$ cat config.mk
export PLATFORM = sky130hd
export DESIGN_NAME = ps2_host_tx
export DESIGN_NICKNAME = d
export VERILOG_FILES = /design/src/rtl/ps2_host_tx.sv
export SDC_FILE = /design/constraint.sdc
export NUM_CORES = 1
export LEC_CHECK = 0
export CAP_MARGIN = 20
export CORE_AREA = 2 2 66 68
export DETAILED_ROUTE_END_ITERATION = 6
export DIE_AREA = 0 0 68 70
export PLACE_DENSITY = 0.75
export RECOVER_POWER = 100
export SYNTH_ARGS = -nofsm -noshare
export SYNTH_HDL_FRONTEND = slang
export SYNTH_SLANG_ARGS = --single-unit
$ cat constraint.sdc
create_clock -name sys_clock -period 2.8 [get_ports sys_clock]
set_input_delay 0.42 -clock sys_clock [delete_from_list [all_inputs] [get_ports sys_clock]]
set_output_delay 0.42 -clock sys_clock [all_outputs]
set_load 0.01 [all_outputs]
$ cat src/rtl/ps2_host_tx.sv
// ps2_host_tx
// Host-to-device PS/2 transmitter. Sends one command byte to the keyboard
// (e.g. 0xED set LEDs, 0xEE echo, 0xFF reset) over the shared clock/data
// pair using open-drain drives, then checks the device acknowledge.
// While a frame is in progress rx_inhibit tells the neighbouring receiver
// to ignore the line.
//
// Ports
//   sys_clock, reset_n        system clock (rising edge), async active-low reset
//   tx_data[7:0], tx_valid    command byte and send request
//   tx_ready                  high only when idle; accept = tx_valid & tx_ready
//   tx_done / tx_error        1-cycle pulses: acked frame / NACK or timeout
//   busy, rx_inhibit          high whenever not idle
//   ps2_clk_in, ps2_dat_in    line levels as read (asynchronous)
//   ps2_clk_oe, ps2_dat_oe    1 = pull the line low, 0 = release
module ps2_host_tx #(
    parameter int INHIBIT_CYCLES = 1400,
    parameter int TIMEOUT_CYCLES = 280000
) (
    input  logic       sys_clock,
    input  logic       reset_n,
    input  logic [7:0] tx_data,
    input  logic       tx_valid,
    output logic       tx_ready,
    output logic       tx_done,
    output logic       tx_error,
    output logic       busy,
    output logic       rx_inhibit,
    input  logic       ps2_clk_in,
    input  logic       ps2_dat_in,
    output logic       ps2_clk_oe,
    output logic       ps2_dat_oe
);

    // One counter serves both the inhibit interval and the ack timeout,
    // so it is sized for the larger of the two.
    localparam int CMAX = (INHIBIT_CYCLES > TIMEOUT_CYCLES) ? INHIBIT_CYCLES : TIMEOUT_CYCLES;
    localparam int CW   = $clog2(CMAX + 2);
    localparam logic [CW-1:0] INH_LAST = CW'(INHIBIT_CYCLES);
    localparam logic [CW-1:0] TO_LAST  = CW'(TIMEOUT_CYCLES - 1);
    localparam bit TO_EN = (TIMEOUT_CYCLES != 0);

    typedef enum logic [2:0] {
        IDLE      = 3'd0,
        INHIBIT   = 3'd1,
        REQ       = 3'd2,
        DATA      = 3'd3,
        STOP      = 3'd4,   // stop bit released; fall 11 samples the ack
        WAIT_IDLE = 3'd5
    } state_t;

    state_t          state_q, state_d;
    logic [1:0]      clk_sync, dat_sync;
    logic            clk_prev;
    logic            clk_s, dat_s, fall;
    logic [8:0]      shift_q;
    logic [3:0]      edge_q;
    logic [CW-1:0]   cnt_q;
    logic            dat_low_q;
    logic            done_q, err_q;
    logic            accept, active, timeout;
    logic            done_d, err_d;

    // Synchronisers reset to 1 (idle line level) so reset release never
    // produces a spurious falling edge.
    always_ff @(posedge sys_clock or negedge reset_n) begin
        if (!reset_n) begin
            clk_sync <= 2'b11;
            dat_sync <= 2'b11;
            clk_prev <= 1'b1;
        end else begin
            clk_sync <= {clk_sync[0], ps2_clk_in};
            dat_sync <= {dat_sync[0], ps2_dat_in};
            clk_prev <= clk_sync[1];
        end
    end

    assign clk_s   = clk_sync[1];
    assign dat_s   = dat_sync[1];
    assign fall    = clk_prev & ~clk_s;
    assign accept  = tx_valid & (state_q == IDLE);
    assign active  = (state_q == REQ) || (state_q == DATA) ||
                     (state_q == STOP) || (state_q == WAIT_IDLE);
    assign timeout = TO_EN && active && (cnt_q == TO_LAST);

    // State register
    always_ff @(posedge sys_clock or negedge reset_n) begin
        if (!reset_n) state_q <= IDLE;
        else          state_q <= state_d;
    end

    // Next-state logic; timeout overrides any edge seen in the same cycle.
    always_comb begin
        state_d = state_q;
        case (state_q)
            IDLE:      if (accept) state_d = INHIBIT;
            INHIBIT:   if (cnt_q == INH_LAST) state_d = REQ;
            REQ:       if (fall) state_d = DATA;
            DATA:      if (fall && edge_q == 4'd9) state_d = STOP;
            STOP:      if (fall) state_d = dat_s ? IDLE : WAIT_IDLE;
            WAIT_IDLE: if (clk_s && dat_s) state_d = IDLE;
            default:   state_d = IDLE;
        endcase
        if (timeout) state_d = IDLE;
    end

    // Outputs. Line drives decode from state only, so an async reset
    // releases both lines immediately.
    always_comb begin
        ps2_clk_oe = (state_q == INHIBIT);
        ps2_dat_oe = ((state_q == INHIBIT) && (cnt_q == INH_LAST)) ||
                     (state_q == REQ) ||
                     ((state_q == DATA) && dat_low_q);
        done_d     = (state_q == WAIT_IDLE) && clk_s && dat_s && !timeout;
        err_d      = timeout || ((state_q == STOP) && fall && dat_s);
    end

    // Datapath: shifter, edge counter, interval counter, pulse registers.
    always_ff @(posedge sys_clock or negedge reset_n) begin
        if (!reset_n) begin
            shift_q   <= '0;
            edge_q    <= '0;
            cnt_q     <= '0;
            dat_low_q <= 1'b0;
            done_q    <= 1'b0;
            err_q     <= 1'b0;
        end else begin
            done_q <= done_d;
            err_q  <= err_d;
            if (accept) begin
                shift_q   <= {~^tx_data, tx_data};
                edge_q    <= '0;
                dat_low_q <= 1'b0;
            end else if (fall && ((state_q == REQ) || (state_q == DATA) || (state_q == STOP))) begin
                // Host changes data after each device falling edge; the
                // device samples it on the following rising edge.
                edge_q    <= edge_q + 4'd1;
                dat_low_q <= ~shift_q[0];
                shift_q   <= {1'b0, shift_q[8:1]};
            end
            if ((state_q == IDLE) || ((state_q == INHIBIT) && (state_d == REQ)))
                cnt_q <= '0;
            else if ((state_q == INHIBIT) || (TO_EN && active))
                cnt_q <= cnt_q + 1'b1;
        end
    end

    assign tx_ready   = (state_q == IDLE);
    assign busy       = ~tx_ready;
    assign rx_inhibit = busy;
    assign tx_done    = done_q;
    assign tx_error   = err_q;

endmodule

=== Word-level counts from Yosys, hierarchy flattened ===
Index checks and enable logic that the tools add are counted.

* Register bits after elaboration: 43
* Bits in latches: 0
* Memory bits (writable): 0
* Memory bits (read-only): 0
* Output and inout port bits: 7
* Word-level logic and storage cells: 68
* Memories: 0

* Add/sub/neg operators: 2
* Multipliers: 0
* Divide/modulo/power cells: 0
* Order comparisons: 0
* Equal/unequal tests: 9
* Shift-type cells: 0
* Muxes and demuxes: 17
* Bitwise operators: 5
* Reduce and logical (&&, ||, !) cells: 25

{| class="wikitable"
|+ Operators with widths
! kind !! count
|-
| $mux W19 || 2
|-
| $mux W3 || 8
|-
| $add A19 B1 Y19 const B || 1
|-
| $eq A19 B11 Y1 const B || 1
|-
| $eq A19 B19 Y1 const B || 1
|-
| $mux W9 || 2
|-
| $pmux W3 S6 || 1
|-
| $logic_and A1 B1 Y1 || 12
|-
| $eq A3 B2 Y1 const B || 3
|-
| $logic_or A1 B1 Y1 || 8
|-
| $mux W4 || 2
|-
| $reduce_xnor A8 Y1 || 1
|-
| $eq A3 B3 Y1 const B || 2
|-
| $add A4 B1 Y4 const B || 1
|-
| $eq A4 B4 Y1 const B || 1
|-
| $reduce_bool A2 Y1 || 2
|-
| $eq A3 B1 Y1 const B || 1
|-
| $logic_not A3 Y1 || 1
|-
| $not A1 Y1 || 3
|-
| $and A1 B1 Y1 || 2
|-
| $mux W1 || 2
|-
| $logic_not A1 Y1 || 1
|}

=== Logic depth before layout (Yosys ltp) ===
Gate-level depths: netlist (run 1).

* Depth after elaboration: 10
* Depth in mapped cells: 7
* Gate-level depth less buffers: 6

=== Least setup slack after synthesis (run 1) ===
OpenSTA, ideal clock, no wires.

* Kind: register to output
* From: reg cnt_q[0]
* To: out ps2_dat_oe
* Data arrival time: 1987 ps
* Path slack: 393 ps
* Cell stages (with the launch flop): 7
* Cell sequence: dfrtp_1 > inv_1 > ha_1 > or4b_1 > or4_4 > or3_1 > a21oi_1

* Longest elaborated chain between the ends: 4

{| class="wikitable"
|+ RTL lines
! item !! line !! RTL
|-
| from (decl) || 58 || <nowiki>logic [CW-1:0] cnt_q;</nowiki>
|-
| from (signal assigned) || 144 || <nowiki>cnt_q <= cnt_q + 1'b1;</nowiki>
|-
| $eq A19 B11 Y1 || 111 || <nowiki>ps2_dat_oe = ((state_q == INHIBIT) && (cnt_q == INH_LAST)) ||</nowiki>
|-
| $logic_and A1 B1 Y1 || 111 ||
|-
| $logic_or A1 B1 Y1 || 111 ||
|-
| $logic_or A1 B1 Y1 || 112 || <nowiki>(state_q == REQ) ||</nowiki>
|-
| to (decl) || 32 || <nowiki>output logic ps2_dat_oe</nowiki>
|}

No other way between the ends.

=== Final worst setup path (run 1) ===
Ends and elaborated chain as after synthesis.

==> results of run 1 <==
==> timing repair <==
| item | in CTS | in global routing |
|---|---|---|
| hold buffers | 0 | 0 |
| gates resized for setup | 4 | 1 |
| setup endpoints to repair | 1 | 1 |
==> worst paths after layout <==
kind / from / endpoint / slack [ns] / cells after the start
hold reg to reg: dat_sync[0] / dat_sync[1] / 0.36 / 0
min in group asynchronous: reset_n / cnt_q[11] / 0.78 / 1
setup reg to reg: cnt_q[0] / cnt_q[16] / 0.64 / 8
max in group asynchronous: reset_n / shift_q[6] / 0.76 / 1
hold / removal: dat_sync[0] / dat_sync[1] / 0.36 / 0
setup / recovery: cnt_q[0] / ps2_dat_oe / 0.008 / 7
==> through the flow <==
stage | setup TNS [ns] | util, % | instances | power (mW)
after floorplan | 0 | - | 227 | 0.660
after global placement | -0.0370 | 60.0 | 305 | 0.692
after detailed placement | -0.0526 | 60.0 | 305 | 0.693
after CTS | 0 | 62.6 | 313 | 1.17
after global routing | -0.107 | 62.6 | 313 | 1.20
final | 0 | 62.6 | 313 | 1.15
==> sequential cells by signal, indices dropped and copies added (netlist names) <==
signal and count:
shift_q 9, dat_low_q 1, tx_error 1, state_q 3, edge_q 4, clk_prev 1
cnt_q 19, clk_sync 2, tx_done 1, dat_sync 2
==> synthesized netlist by cell type, types with 2 or more instances <==
master,n
nand2_1,32
nand3_1,10
and2_1,2
nor3b_1,5
a31oi_1,3
nor4_1,5
dfstp_2,5
a22oi_1,6
nor3_1,4
buf_4,2
a21oi_1,4
nor2_1,30
clkbuf_1,6
inv_1,6
nand4_1,9
dfrtp_1,38
o21ai_0,7
and3_1,3
nand4b_1,2
xnor2_1,12
xor2_1,15
nor2b_1,3
ha_1,4
==> cell type report <==
class                           instances  area (sq um)
Fill cell                             353          1550
Sequential cell                        43          1080
Multi-Input combinational cell        170          1020
Timing Repair Buffer                   34           288
Clock buffer                            5          68.8
Tap cell                               52          65.1
Clock inverter                          3          43.8
Inverter                                6          22.5
==> power breakdown <==
group | total (mW) | leakage, nW | switching, mW | internal [mW]
sequential | 0.630 | 0.527 | 0.00303 | 0.627
combinational | 0.0489 | 0.600 | 0.0236 | 0.0253
clock | 0.474 | 0.0581 | 0.209 | 0.265
==> worst max-delay path: cells and delay by family (launching register included) <==
family | cells | cell delay [ns]
flip-flops | 1 | 0.38
AO/OA/AOI/OAI | 1 | 0.14
adder cells (fa/ha/maj) | 1 | 0.14
buffers and inverters | 2 | 0.23
AND/OR/NAND/NOR | 3 | 1.20
==> per-layer routing <==
layer	global-route usage, %	up-vias
met4	7.78	0
met5	0	-
met3	4.83	5
met2	29.7	31
met1	28.6	819
li1	-	852
==> cell families after synthesis <==
| kind of cell | synth area share (%) |
|---|---|
| AOI/OAI and AO/OA | 8.57 |
| DFF | 50.1 |
| xor gates and xnor gates | 10.9 |
| and+or+nand+nor | 25.3 |
| buffers and inverters | 2.78 |
| adders and majority gates | 2.32 |
==> qor.yml, run 1 <==
logic_synthesis:
  yosysWarnings: 0
  syn-cell-area_sq_um: 2160
  synth.largest_area_cell: "dfrtp_1"
  syn_avg_cell_area_sq_um: 9.52
  ys_seq_elements: 43
  syn_nets: 244
  seq_area_frac_synth_pct: 50.1
  ys_types: 37
  async_flop_share_pct: 100
  synth-main-ff-cell: "dfrtp_1"
  synthCells: 227
  yosysTopAreaCellShare_pct: 44.0
  ys_top_cells_by_area: "dfrtp_1 44%, dfstp_2 6.1%, xor2_1 6.1%, nand2_1 5.6%, nor2_1 5.2%"
  synth_edf_count: 0
placed_design:
  place_hpwl_um: 3010
  portBuffers: 19
  place.gp.congestion: 0.797
  pre_cts_ws_ns: -0.0526
  placed_area_sq_um: 2490
run_status:
  violations: "max-capacitance violations, max-slew violations"
  outcome: "finished with violations"
clock_tree:
  postCtsSetupRepairBufs: 0
  clock_sinks: 43
  insertion_delay_ns: 0.29
  clk_transition_reported_paths_ns: 0.08
  tritoncts: "done"
  numCtsBuffers: 5
  clockBufferDepth: 2
  ctsHtreeMaxLevel: 2
  cts_root_buf: "clkbuf_8"
routing:
  wl_met2_um: 2090
  routed-wl-met3_um: 127
  drc: 0
  wirelength_um: 4230
  drtIter0Drc: 123
  wl_met1_um: 1980
  first_pass_iters: 4
  vias: 1707
  vias_per_cell: 5.45
  wl_per_cell_um: 13.5
  top_layer_used: "met4"
  ant_nets: 0
timing:
  post-route-min-period_ns: 2.79
  maxSlewViolCount: 44
  report.final.hold_viol_count: 0
  min_period_over_period_pct: 99.7
  clock_skew_ns: 0.00756
  worstMarginPinSlew_ns: 2.21
  setup_ws_ns: 0.00830
  fmaxAchievable_mhz: 358
  setup_viol: 0
  whs_ns: 0.358
  slew_headroom_pct: -47.4
  rsz0062_at_grt: "yes"
floorplan:
  die_area_sq_um: 4760
  core-area_sq_um: 4140
  die_w_um: 68
  fp-row-count: 24
  num_io_pins: 20
  die_h_um: 70
  start_util_pct: 52.1
setup_path:
  worstPathArrival_ns: 2.37
  cp_max_fo: 2
  start_kind: "flip-flop"
  path_cells: "inv_1, ha_1, or4b_1, or4_4, or3_4, a21oi_1, buf_2"
  worst_path_max_delay_cell: "or4b_1"
  critPathRequiredTime_ns: 2.38
  max_stage_delay_ns: 0.43
  worstSetupPathType: "flip-flop to primary output"
  end_kind: "primary output"
power:
  p_leak_nw: 1.18
  peakVddDrop_mv: 0.300
  p_per_area_nw_per_um2: 445
global_routing:
  track_usage_pct: 20.2
  grt_pass1_vias: 1580
  grt.overflow.total: 0
  grt_max_degree: 44
  grt_pass1_wl_um: 7250
  antenna_found_initial: 0
hold_path:
  hold_path.class: "flip-flop to flip-flop"
run:
  drv_cap: 1
cells_and_area:
  layout.nets: 277
  mostFrequentLayoutCell: "dfrtp_1"
  drive_gt1_share_pct: 11.9
  design_area_sq_um: 2590
  diodes: 0
  layout.cells.most_common_list: "38 x dfrtp_1, 32 x nand2_1, 30 x nor2_1"
  area_growth_pct: 20.0
Note: power is estimated with default switching activity, not from simulation.
==> inputs of run 2 (changes only) <==
--- a/config.mk
+++ b/config.mk
@@ -6,10 +6,10 @@
 export NUM_CORES = 1
 export LEC_CHECK = 0
 export CAP_MARGIN = 20
-export CORE_AREA = 2 2 66 68
+export CORE_AREA = 2 2 60 74
 export DETAILED_ROUTE_END_ITERATION = 6
-export DIE_AREA = 0 0 68 70
-export PLACE_DENSITY = 0.75
+export DIE_AREA = 0 0 62 76
+export PLACE_DENSITY = 0.76
 export RECOVER_POWER = 100
 export SYNTH_ARGS = -nofsm -noshare
 export SYNTH_HDL_FRONTEND = slang
==> run 2 against run 1 <==
Compared with the run above: the flow still finishes with violations (max-capacitance violations, max-slew violations); clock-buffer cell count increased by 2; setup slack improved by 0.032 ns; combinational power increased by 1%; non-clock buffer count decreased by 2; final area decreased by 0.58%; hold slack improved by 0.0057 ns; critical endpoint unchanged; largest cell class unchanged; clock skew increased by 0.0051 ns; fmax increased by 1.2%; total power decreased by 0.70%; critical path depth unchanged; die area decreased by 1.0%; sequential share of layout area increased by 0.24 points.
==> qor.yml, run 2 (synthesized netlist as in run 1, its figures left out) <==
run_status:
  outcome: "finished with violations"
  violations: "max-capacitance violations, max-slew violations"
setup_path:
  crit_end: "ps2_dat_oe"
  cp_max_fo: 2
  reg2reg_depth: 8
  r2r_slack_ns: 0.39
  path_cells: "inv_2, ha_1, or4b_1, or4_4, or3_4, a21oi_2, buf_2"
  r2r-end: "cnt_q[5]"
  worstPathArrival_ns: 2.34
  end_kind: "primary output"
  start_kind: "flip-flop"
  worstSetupPathType: "flip-flop to primary output"
  worstReg2RegStart: "cnt_q[0]"
  max_stage_delay_ns: 0.43
  startpoint: "cnt_q[0]"
  worst_path_max_delay_cell: "or4_4"
  critPathRequiredTime_ns: 2.38
floorplan:
  start_util_pct: 53.1
  core-area_sq_um: 4070
  fp-row-count: 26
  num_io_pins: 20
  die_w_um: 62
  die_area_sq_um: 4710
  die_h_um: 76
routing:
  first_pass_iters: 4
  vias_per_cell: 5.41
  ant_nets: 0
  wl_per_cell_um: 13.3
  wirelength_um: 4190
  drc: 0
  drtIter0Drc: 103
  vias: 1704
power:
  pwr-share-seq_pct: 55.0
  p_int_mw: 0.919
  p_sw_share_pct: 19.7
  p_comb_share_pct: 4.3
  p_leak_nw: 1.16
  p_per_area_nw_per_um2: 444
  p_clk_share_pct: 40.6
  p_switching_mw: 0.226
  peakVddDrop_mv: 0.324
run:
  drv_cap: 1
global_routing:
  grt_pass1_wl_um: 7090
  grt_pass1_vias: 1625
  grt_max_degree: 44
  track_usage_pct: 20.0
  grt.overflow.total: 0
  antenna_found_initial: 0
cells_and_area:
  regMostFlops: "cnt_q"
  layout.nets: 275
  top_regs: "cnt_q x19, shift_q x9, edge_q x4"
  diodes: 0
  mostFrequentLayoutCell: "dfrtp_1"
  design_area_sq_um: 2580
  finalNonFillerCells: 315
  area_growth_pct: 19.3
  drive_gt1_share_pct: 11.2
  largest_reg_flops: 19
  layout.cells.most_common_list: "38 x dfrtp_1, 32 x nand2_1, 30 x nor2_1"
clock_tree:
  cts_root_buf: "clkbuf_8"
  tritoncts: "done"
  postCtsSetupRepairBufs: 0
  ctsHtreeMaxLevel: 2
  clk_transition_reported_paths_ns: 0.08
  numCtsBuffers: 5
  clockBufferDepth: 2
  clock_sinks: 43
  insertion_delay_ns: 0.29
  holdBufCountCts: 0
timing:
  post-route-min-period_ns: 2.76
  slew_headroom_pct: -48.5
  maxSlewViolCount: 44
  rsz0062_at_grt: "yes"
  min_period_over_period_pct: 98.5
  worstMarginPinSlew_ns: 2.23
  setup_viol: 0
  fmaxAchievable_mhz: 362
  clock_skew_ns: 0.0126
  setup_ws_ns: 0.0407
  report.final.hold_viol_count: 0
  fin_tns_setup_ns: 0
  whs_ns: 0.364
placed_design:
  placed_area_sq_um: 2480
  pre_cts_ws_ns: -0.0797
  place.gp.congestion: 0.929
  portBuffers: 19
  place_hpwl_um: 3020
  place_inst: 307
hold_path:
  hold_path.class: "flip-flop to flip-flop"
-- run 2: critical path, delay by kind of cell, from the launching register on --
kind / cells / cell delay (ns)
and+or+nand+nor: 3 / 1.20
DFF: 1 / 0.39
buffers and inverters: 2 / 0.20
adders and majority gates: 1 / 0.14
AOI/OAI and AO/OA: 1 / 0.11
-- run 2: per-stage QoR --
stage	total power, mW	utilization (%)
CTS	1.16	63.6
global placement	0.693	60.9
global route	1.19	63.4
floorplan	0.660	-
detailed placement	0.693	60.9
finish	1.15	63.4
-- run 2: worst min path at each step --
stage                           start           to  slack, ns  depth (start not counted)
final                     clk_sync[0]  clk_sync[1]       0.36                          0
after detailed placement  clk_sync[0]  clk_sync[1]       0.35                          0
after floorplan               reset_n     cnt_q[0]       0.12                          0
after global routing      clk_sync[0]  clk_sync[1]       0.37                          0
after global placement    clk_sync[0]  clk_sync[1]       0.35                          0
after CTS                     reset_n     cnt_q[1]       0.29                          1
-- run 2: per-layer routing --
metal / vias up / global-route usage [%] / wire (um)
met5: - / 0 / 0
met4: 0 / 6.60 / 46
met3: 4 / 5.60 / 132
met2: 23 / 31.9 / 2130
met1: 829 / 25.6 / 1870
li1: 848 / - / -
-- run 2: repair_timing --
item / in CTS / in global routing
gates resized for setup: 6 / 1
pin swaps: 0 / 0
endpoints found under the setup margin: 1 / 1
-- run 2: power groups by stage --
stage	Clock [mW]	Sequential (mW)	Combinational, mW
floorplan	0	0.641	0.0183
global placement	0	0.642	0.0508
detailed placement	0	0.642	0.0513
CTS	0.478	0.630	0.0514
global route	0.505	0.630	0.0551
finish	0.465	0.630	0.0494
-- run 2: area by class of cell --
| class | count | area [sq um] |
|---|---|---|
| Sequential cell | 43 | 1080 |
| Multi-Input combinational cell | 170 | 1020 |
| Clock inverter | 1 | 30.0 |
| Timing Repair Buffer | 32 | 274 |
| Clock buffer | 7 | 76.3 |
| Tap cell | 56 | 70.1 |
| Fill cell | 332 | 1490 |
| Inverter | 6 | 22.5 |
==> inputs of run 3 (changes only) <==
--- a/config.mk
+++ b/config.mk
@@ -6,10 +6,10 @@
 export NUM_CORES = 1
 export LEC_CHECK = 0
 export CAP_MARGIN = 20
-export CORE_AREA = 2 2 60 74
+export CORE_AREA = 2 2 63 77
 export DETAILED_ROUTE_END_ITERATION = 6
-export DIE_AREA = 0 0 62 76
-export PLACE_DENSITY = 0.76
+export DIE_AREA = 0 0 65 79
+export PLACE_DENSITY = 0.69
 export RECOVER_POWER = 100
 export SYNTH_ARGS = -nofsm -noshare
 export SYNTH_HDL_FRONTEND = slang
==> constraint.sdc (replaced) <==
create_clock -name sys_clock -period 2.3 [get_ports sys_clock]
set_input_delay 0.345 -clock sys_clock [delete_from_list [all_inputs] [get_ports sys_clock]]
set_output_delay 0.345 -clock sys_clock [all_outputs]
set_load 0.01 [all_outputs]
==> run 3 against run 2 <==
Compared with the run above: the flow finishes with violations (negative setup slack); first-iteration DRC count shrank 27%; setup slack worse by 0.43 ns; wire length up 3.3%; total power is 15% higher; core utilization decreased by 2.5 points; global-route usage down 0.76 points; final cell count is 6.0% higher; final area up 4.5%; highest routed layer unchanged; sequential cell count did not move.
==> qor.yml, run 3 (synthesized netlist as in run 1, its figures left out) <==
timing:
  fin_tns_setup_ns: -0.386
  rsz0062_at_grt: "yes"
  fmaxAchievable_mhz: 372
  slew_headroom_pct: 32.7
  maxSlewViolCount: 0
  clock_skew_ns: 0.0127
  report.final.hold_viol_count: 0
  whs_ns: 0.289
  setup_ws_ns: -0.386
  worstMarginPinSlew_ns: 1.01
  setup_viol: 1
  post-route-min-period_ns: 2.69
  min_period_over_period_pct: 117
global_routing:
  antenna_found_initial: 0
  track_usage_pct: 19.3
  grt.overflow.total: 0
  grt_max_degree: 44
  grt_pass1_wl_um: 7540
  grt_pass1_vias: 1727
routing:
  ant_nets: 0
  wirelength_um: 4320
  wl_per_cell_um: 12.9
  drc: 0
  drtIter0Drc: 75
  vias_per_cell: 5.27
  first_pass_iters: 4
  vias: 1761
floorplan:
  die_area_sq_um: 5140
  num_io_pins: 20
  start_util_pct: 48.8
  die_w_um: 65
  fp-row-count: 27
  core-area_sq_um: 4430
  die_h_um: 79
clock_tree:
  cts_root_buf: "clkbuf_8"
  clockBufferDepth: 2
  numCtsBuffers: 5
  holdBufCountCts: 0
  ctsHtreeMaxLevel: 2
  tritoncts: "done"
  insertion_delay_ns: 0.30
  clk_transition_reported_paths_ns: 0.08
  clock_sinks: 43
run:
  drv_cap: 0
run_status:
  violations: "negative setup slack"
  outcome: "finished with violations"
setup_path:
  end_kind: "primary output"
  r2r_slack_ns: 0.05
  start_kind: "flip-flop"
  worstSetupPathType: "flip-flop to primary output"
  max_stage_delay_ns: 0.43
  path_cells: "inv_2, ha_1, or4b_1, or4_4, or3_4, a21oi_2, buf_2"
  worstPathArrival_ns: 2.34
  path_delay_family: "simple AND/OR/NAND/NOR gates"
  path_buf_inv: 2
  cp_max_fo: 2
  worst_path_max_delay_cell: "or4_4"
  critPathRequiredTime_ns: 1.96
power:
  p_leak_nw: 1.24
  peakVddDrop_mv: 0.413
  p_per_area_nw_per_um2: 490
placed_design:
  portBuffers: 19
  place.gp.congestion: 0.819
  place_hpwl_um: 3230
hold_path:
  hold_path.class: "input pin to async pin"
cells_and_area:
  diodes: 0
  num-fill-cells: 387
  largest_reg_flops: 19
  layout.cells.most_common_list: "38 x dfrtp_1, 32 x nand2_1, 30 x nor2_1"
  area_growth_pct: 24.7
  layout.nets: 292
  drive_gt1_share_pct: 17.0
  top_regs: "cnt_q x19, shift_q x9, edge_q x4"
  regMostFlops: "cnt_q"
  mostFrequentLayoutCell: "dfrtp_1"
==> run 3: layer usage <==
layer / part of all wire, % / global-route usage (%) / vias up
li1: - / - / 884
met1: 45 / 23.5 / 843
met2: 50 / 33.1 / 29
met3: 2.6 / 3.97 / 5
met4: 1.8 / 7.66 / 0
met5: 0 / 0 / -
==> run 3: what timing repair did <==
item,in CTS,in global routing
gates resized for setup,7,0
setup endpoints to repair,1,2
buffers inserted,0,0
cloned,0,0
==> run 3: final timing paths <==
check                         endpoint  depth (start not counted)   startpoint
setup / recovery            ps2_dat_oe                          7     cnt_q[0]
hold / removal                cnt_q[1]                          2      reset_n
setup reg to reg              cnt_q[9]                          8     cnt_q[0]
hold reg to reg            dat_sync[1]                          0  dat_sync[0]
max in group asynchronous   shift_q[5]                          2      reset_n
min in group sys_clock     dat_sync[1]                          0  dat_sync[0]
==> run 3: worst register-to-register path, cell delays in order, from the launching register on <==
cell and delay [ns]:
dfrtp_1 0.39, inv_2 0.06, ha_1 0.14, or4b_1 0.42, or4_4 0.43, buf_4 0.15, a21boi_0 0.15, clkbuf_4 0.29
nor2_1 0.10
==> run 3: final cells by class <==
type	instances	area, sq um	area share, %
sequential	43	1080	40.2
multi-input combinational	170	1030	38.2
timing repair buffer	49	395	14.7
clock buffer	7	86.3	3.20
tap	58	72.6	2.69
inverter	6	22.5	0.836
clock inverter	1	5.00	0.186
==> run 3: power breakdown <==
group	leakage, nW	switching, mW	internal, mW
registers	0.527	0.00351	0.763
clock network	0.0482	0.251	0.242
logic	0.669	0.0284	0.0317
total	1.24	0.283	1.04
==> run 3: metrics by stage <==
step | cell area (sq um) | instances | total power, mW | setup WS (ns) | utilization [%]
6_report | 2690 | 334 | 1.32 | -0.386 | 60.9
5_1_grt | 2690 | 334 | 1.38 | -0.477 | 60.9
3_3_place_gp | 2620 | 326 | 0.844 | -0.489 | 59.3
2_1_floorplan | 2160 | 227 | 0.803 | 0.00148 | -
4_1_cts | 2720 | 334 | 1.34 | -0.414 | 61.5
3_5_place_dp | 2620 | 326 | 0.845 | -0.518 | 59.3
